<file path="src/rtl/regfile_sb.sv">
// rtl/regfile_sb.sv - integer register file with write-first bypass and busy-bit scoreboard
// Register 0 reads as zero and never becomes busy; stall covers RAW hazards on used sources.
module regfile_sb #(
  parameter int XLEN  = 32,
  parameter int NREGS = 32,
  parameter int AW    = $clog2(NREGS)
) (
  input  logic             clk,
  input  logic             rst,
  input  logic [AW-1:0]    rs1_addr,
  input  logic             rs1_used,
  output logic [XLEN-1:0]  rs1_data,
  input  logic [AW-1:0]    rs2_addr,
  input  logic             rs2_used,
  output logic [XLEN-1:0]  rs2_data,
  input  logic             wb_en,
  input  logic [AW-1:0]    wb_addr,
  input  logic [XLEN-1:0]  wb_data,
  input  logic             iss_en,
  input  logic [AW-1:0]    iss_rd,
  output logic             stall,
  output logic [NREGS-1:0] busy_vec,
  output logic [AW:0]      busy_cnt
);

  logic [XLEN-1:0]  regs_q [NREGS];
  logic [XLEN-1:0]  regs_d [NREGS];
  logic [NREGS-1:0] busy_q, busy_d;
  logic [AW:0]      cnt_q, cnt_d;
  logic             wb_act, iss_act, set_new, clr_real;
  logic             ebusy1, ebusy2;

  assign wb_act  = wb_en && (wb_addr != '0);
  assign iss_act = iss_en && (iss_rd != '0);

  always_comb begin
    regs_d = regs_q;
    if (wb_act) regs_d[wb_addr] = wb_data;
  end

  // A set of the register being written back wins, so that clear never counts.
  always_comb begin
    busy_d = busy_q;
    if (wb_act)  busy_d[wb_addr] = 1'b0;
    if (iss_act) busy_d[iss_rd]  = 1'b1;
    busy_d[0] = 1'b0;
    set_new  = iss_act && !busy_q[iss_rd];
    clr_real = wb_act && busy_q[wb_addr] && !(iss_act && (iss_rd == wb_addr));
    cnt_d    = cnt_q + {{AW{1'b0}}, set_new} - {{AW{1'b0}}, clr_real};
  end

  always_ff @(posedge clk or posedge rst) begin
    if (rst) begin
      for (int i = 0; i < NREGS; i++) regs_q[i] <= '0;
      busy_q <= '0;
      cnt_q  <= '0;
    end else begin
      regs_q <= regs_d;
      busy_q <= busy_d;
      cnt_q  <= cnt_d;
    end
  end

  always_comb begin
    rs1_data = '0;
    if (!rst && (rs1_addr != '0)) begin
      if (wb_en && (wb_addr == rs1_addr)) rs1_data = wb_data;
      else                                rs1_data = regs_q[rs1_addr];
    end
  end

  always_comb begin
    rs2_data = '0;
    if (!rst && (rs2_addr != '0)) begin
      if (wb_en && (wb_addr == rs2_addr)) rs2_data = wb_data;
      else                                rs2_data = regs_q[rs2_addr];
    end
  end

  // The write-back cycle forwards data, so a busy source being written is not a hazard.
  assign ebusy1 = busy_q[rs1_addr] && !(wb_en && (wb_addr == rs1_addr));
  assign ebusy2 = busy_q[rs2_addr] && !(wb_en && (wb_addr == rs2_addr));
  assign stall  = (rs1_used && ebusy1) || (rs2_used && ebusy2);

  assign busy_vec = busy_q;
  assign busy_cnt = cnt_q;

endmodule

</file>
<file path="config.mk">
export PLATFORM = sky130hd
export DESIGN_NAME = regfile_sb
export DESIGN_NICKNAME = d
export VERILOG_FILES = /design/src/rtl/regfile_sb.sv
export SDC_FILE = /design/constraint.sdc
export NUM_CORES = 2
export LEC_CHECK = 0
export BUFFER_PORTS_ARGS = -buffer_cell sky130_fd_sc_hd__buf_2
export CORE_AREA = 2 2 309 311
export CTS_CLUSTER_DIAMETER = 30
export CTS_CLUSTER_SIZE = 14
export DETAILED_ROUTE_END_ITERATION = 10
export DIE_AREA = 0 0 311 313
export PLACE_DENSITY = 0.88
export SLEW_MARGIN = 20
export SYNTH_ARGS = -nofsm -noshare
export SYNTH_HDL_FRONTEND = slang
export SYNTH_SLANG_ARGS = --single-unit
export TNS_END_PERCENT = 10
</file>
<file path="constraint.sdc">
create_clock -name clk -period 38.1 [get_ports clk]
set_input_delay 1.905 -clock clk [delete_from_list [all_inputs] [get_ports clk]]
set_output_delay 1.905 -clock clk [all_outputs]
set_load 0.01 [all_outputs]
</file>
# Word-level counts from Yosys, hierarchy flattened
# Index checks and enable logic that the tools add are counted.
totals:
  reg_bits: 1061
  in_bits: 58
  output_inout_bits: 103
op_classes:
  addsub: 2
  order_cmp: 10
  n_eq_ne: 3
  n_mux: 27
  bitwise_logic: 6
  reduce_logical: 27
ops:
  columns: ["op", "n"]
  rows:
  - ["1024-bit bitwise mux", 1]
  - ["32-bit 2-to-1 mux", 11]
  - ["32-bit binary-select mux with 5-bit select", 2]
  - ["32-bit demux with 5-bit select", 1]
  - ["32-bit bitwise AND", 1]
  - ["32-bit inverter", 1]
  - ["32-bit bitwise OR", 1]
  - ["5-bit by 6-bit < comparator with 1-bit output (second input constant)", 4]
  - ["1-bit binary-select mux with 5-bit select", 4]
  - ["5-bit nonzero test", 4]
  - ["6-bit >= comparator (second input constant)", 3]
  - ["5-bit inverter with 6-bit output", 3]
  - ["1-bit logical AND", 17]
  - ["5-bit equality test", 3]
  - ["1-bit demux with 5-bit select", 2]
  - ["5-bit by 1-bit >= comparator with 1-bit output (second input constant)", 2]
  - ["6-bit by 1-bit adder with 6-bit output", 1]
  - ["6-bit by 1-bit < comparator with 1-bit output (second input constant)", 1]
  - ["1-bit 2-to-1 mux", 6]
  - ["6-bit by 1-bit subtractor with 6-bit output", 1]
  - ["1-bit logical NOT", 5]
  - ["1-bit logical OR", 1]

# Longest topological paths before layout
logic_depth:
  depth_word: 9
  mapped_depth: 16

# Worst setup path after synthesis
# No wires, ideal clock.
synth_timing:
  kind: "input-to-output"
  from: "input port rst"
  to: "output port rs1_data[0]"
  arrival_time_ns: 28.170
  t_required_ns: 36.195
  path_slack_ns: 8.025
  stages: 5
  n_path_buf: 1
  cell_sequence: "inv_1 > nand2_1 > nor2_1 > clkbuf_1 > a211o_1"
synth_via:
  elab_chain_cells: 3
synth_lines:
  columns: ["element", "line", "rtl"]
  rows:
  - ["from (decl)", "9", "input logic rst,"]
  - ["1-bit logical NOT", "66", "if (!rst && (rs1_addr != '0)) begin"]
  - ["1-bit logical AND", "66", null]
  - ["32-bit 2-to-1 mux", "66", null]
  - ["to (decl)", "12", "output logic [XLEN-1:0] rs1_data,"]
# Every way passes these cells.

# Worst setup path in the final report
layout_timing:
  from: "input port rs1_addr[0]"
  to: "output port rs1_data[10]"
layout_via:
  elab_chain_cells: 6
layout_lines:
  columns: ["element", "line", "rtl"]
  rows:
  - ["from (decl)", "10", "input logic [AW-1:0] rs1_addr,"]
  - ["5-bit inverter with 6-bit output (not written as such)", "68", "else rs1_data = regs_q[rs1_addr];"]
  - ["32-bit binary-select mux with 5-bit select", "68", null]
  - ["32-bit 2-to-1 mux (not written as such) (2 in a row)", "68", null]
  - ["32-bit 2-to-1 mux", "67", "if (wb_en && (wb_addr == rs1_addr)) rs1_data = wb_data;"]
  - ["32-bit 2-to-1 mux (*)", "66", null]
# Every way passes the cells marked *; elsewhere a longest branch is shown, timed or not. The select of a mux whose other input is x is not followed.

==> results.py <==
metrics = {
    "yosys": {
        "netlist_top_cells_area": "dfrtp_1 45%, mux2_2 20%, mux4_2 13%",
        "synth_edf_count": 0,
        "synth-xor-area-share_pct": 0.298,
        "synth_top_area_share_pct": 45.1,
        "synth_top_family_by_area": "multiplexers",
        "synth-adder-area-share_pct": 0.162,
        "yosys-top-cells-count": "1061 x dfrtp_1, 1060 x mux2_2, 394 x mux2i_1",
        "netlist_instances": 4236,
        "synth.distinct_cells": 52,
        "ys.flop_type": "dfrtp_1",
        "synth_area_per_cell_um2": 13.9,
        "ys_warn_count": 0,
        "yosys_register_bits": 1061,
        "syn-num-nets": 4301,
        "synth.cell_area_um2": 58800,
        "synth_compound_area_share_pct": 7.74,
        "seq_area_frac_synth_pct": 45.1,
        "yosysTopAreaCell": "dfrtp_1",
        "synth_mux_area_share_pct": 40.3,
        "synthSimpleGateAreaFrac_pct": 2.31,
        "yosys.cell_count.top_type": "dfrtp_1",
        "synth-async-reset-ratio_pct": 100,
    },
    "placed_design": {
        "pre_cts_ws_ps": 28720,
        "io_buffers": 159,
        "dp_hpwl_um": 107000,
        "gp_congestion": 0.960,
    },
    "global_routing": {
        "grtUsageMet2_pct": 57.2,
        "grt_first_pass_wirelength_um": 293000,
        "overflow": 0,
        "grt_start_max_net_pins": 145,
        "grt_usage_pct": 40.6,
        "antenna_found_initial": 19,
        "busiest_layer": "met2",
        "grt_use_met3_pct": 18.8,
        "grt_pass1_vias": 45200,
        "use_met1_pct": 49.7,
    },
    "die": {
        "die_y_um": 313,
        "core_um2": 94200,
        "die-area_um2": 97300,
        "num_rows": 113,
        "initial_core_util_pct": 62.5,
        "boundaryPins": 161,
        "die_x_um": 311,
    },
    "clock_tree": {
        "clockBufferDepth": 3,
        "root_buffer": "clkbuf_16",
        "cts_resized": 0,
        "clk_latency_ps": 780,
        "cts_hold_buf": 0,
        "htreeDepth": 4,
        "postCtsSetupBuffers": 0,
        "cts_tree": "done",
        "clkTransAtPathRegs_ps": 50,
        "numClockSinks": 1061,
        "cts_buffers": 176,
    },
    "pwr": {
        "powerDensity_nw_per_um2": 60.5,
        "vdd_drop_max_v": 0.0000550,
        "p_leak_nw": 29.6,
        "p_total_mw": 4.02,
    },
    "timing": {
        "finalMaxSlewViolations": 0,
        "maxSlewHeadroom_pct": 18.8,
        "fin_ws_ps": 28570,
        "fin_skew_ps": 12.9,
        "hold_viol": 0,
        "period_minus_slack_ps": 9530,
        "tns_ps": 0,
        "worstMarginPinSlew_ps": 1220,
        "rsz0062_at_grt": "false",
        "setup_viol": 0,
        "fmax_ghz": 0.105,
        "finalCritPeriodShare_pct": 25.0,
        "hold_ws_ps": 403,
    },
    "detailed_routing": {
        "wl_per_cell_um": 35.4,
        "drc": 1,
        "dr.first_iter.drc_count": 6682,
        "vias_per_cell": 7.82,
        "wl_um": 199000,
        "ant_nets": 0,
        "firstDrtPassIters": 11,
        "vias": 43900,
    },
    "setup_path": {
        "reg2reg_depth": 13,
        "cp-start-kind": "primary input",
        "cp_max_fo": 62,
        "critPathKind": "in2out",
        "worst_setup_path_end_kind": "primary output",
        "critPathArrivalTime_ps": 7620,
        "required_ps": 36190,
    },
    "finish": {
        "fin_nets": 4250,
        "drive_gt1_share_pct": 47.0,
        "n_fill_cell": 5642,
        "syn2layout_area_growth_pct": 13.0,
    },
    "worst_hold_path": {
        "hold_depth": 0,
        "hold_path_class": "reg2reg",
    },
    "job": {
        "drv_cap": 0,
    },
    "run_status": {
        "violations": "design-rule violations",
        "status": "finished, violations left",
    },
}
sequential cells by signal, indices dropped and copies added, names as in the netlist:
name,flops
busy_cnt,6
busy_vec,31
regs_q,1024
critical path, stage by stage:
cell	delay (ps)
buf_8	500
buf_4	790
buf_4	770
buf_4	870
buf_4	780
mux4_2	640
mux2_2	310
a22oi_1	140
nor3_1	100
a211o_1	340
buf_2	170
cells by family (layout without fill, tap and decap cells):
kind of cell             count (synthesis)  after routing
AO/OA/AOI/OAI                          576            576
XOR/XNOR                                20             20
adder cells (fa/ha/maj)                  7              7
buffers and inverters                  505            606
flip-flops                            1061           1061
multiplexers                          1801           1801
other                                    1             19
AND/OR/NAND/NOR                        265            265
per-layer routing:
metal / vias up / share of wire (%)
met5: - / 0.042
met4: 12 / 8.0
met3: 1236 / 16
met2: 4057 / 43
met1: 22300 / 33
li1: 16300 / -
report_power, final:
| part | switching, mW | internal, mW |
|---|---|---|
| clock | 0.619 | 1.09 |
| sequential | 0.197 | 1.35 |
| combinational | 0.351 | 0.415 |
| total | 1.17 | 2.85 |
through the flow:
step | util [%] | area [µm²] | std cells
after floorplan | - | 58800 | 4236
after global placement | 63.6 | 59900 | 5266
after detailed placement | 63.7 | 60000 | 5269
after CTS | 70.4 | 66300 | 5599
after global routing | 70.5 | 66400 | 5606
final | 70.6 | 66500 | 5620
path summary, 6_finish.rpt:
kind | slack [ps] | from | endpoint
min in group asynchronous | 1260 | rst | regs_q[877]
max in group asynchronous | 32950 | rst | regs_q[722]
hold reg to reg | 400 | regs_q[1023] | regs_q[1023]
setup reg to reg | 34150 | busy_vec[11] | busy_cnt[4]
setup / recovery | 28570 | rs1_addr[0] | rs1_data[10]
hold / removal | 400 | regs_q[1023] | regs_q[1023]
final cells by class:
cell class | instances | area, µm² | share of cell area, %
multi-input combinational | 2670 | 30100 | 45.4
clock inverter | 115 | 1600 | 2.41
sequential | 1061 | 26600 | 40.0
inverter | 27 | 109 | 0.164
antenna | 18 | 45.0 | 0.0678
clock buffer | 215 | 4750 | 7.15
timing repair buffer | 249 | 1670 | 2.52
tap | 1265 | 1580 | 2.38
layout by cell type, fill, tap and decap left out, drive strengths merged, types with 9 or more instances in the layout:
cell / synthesis / final
dfrtp: 1061 / 1061
mux2: 1060 / 1060
mux2i: 394 / 394
mux4: 347 / 347
buf: 234 / 249
clkbuf: 244 / 215
a221oi: 191 / 191
a22oi: 122 / 122
a21oi: 68 / 68
o21bai: 64 / 64
a211o: 62 / 62
nor3: 61 / 61
nand2: 60 / 60
nand2b: 56 / 56
inv: 27 / 48
clkinv: 0 / 38
nor2: 34 / 34
bufinv: 0 / 28
clkinvlp: 0 / 28
o21ai: 22 / 22
nor2b: 20 / 20
diode: 0 / 18
xnor2: 17 / 17
nand3: 11 / 11
a211oi: 11 / 11
a22o: 9 / 9
Power figures use the tool's default switching activity.
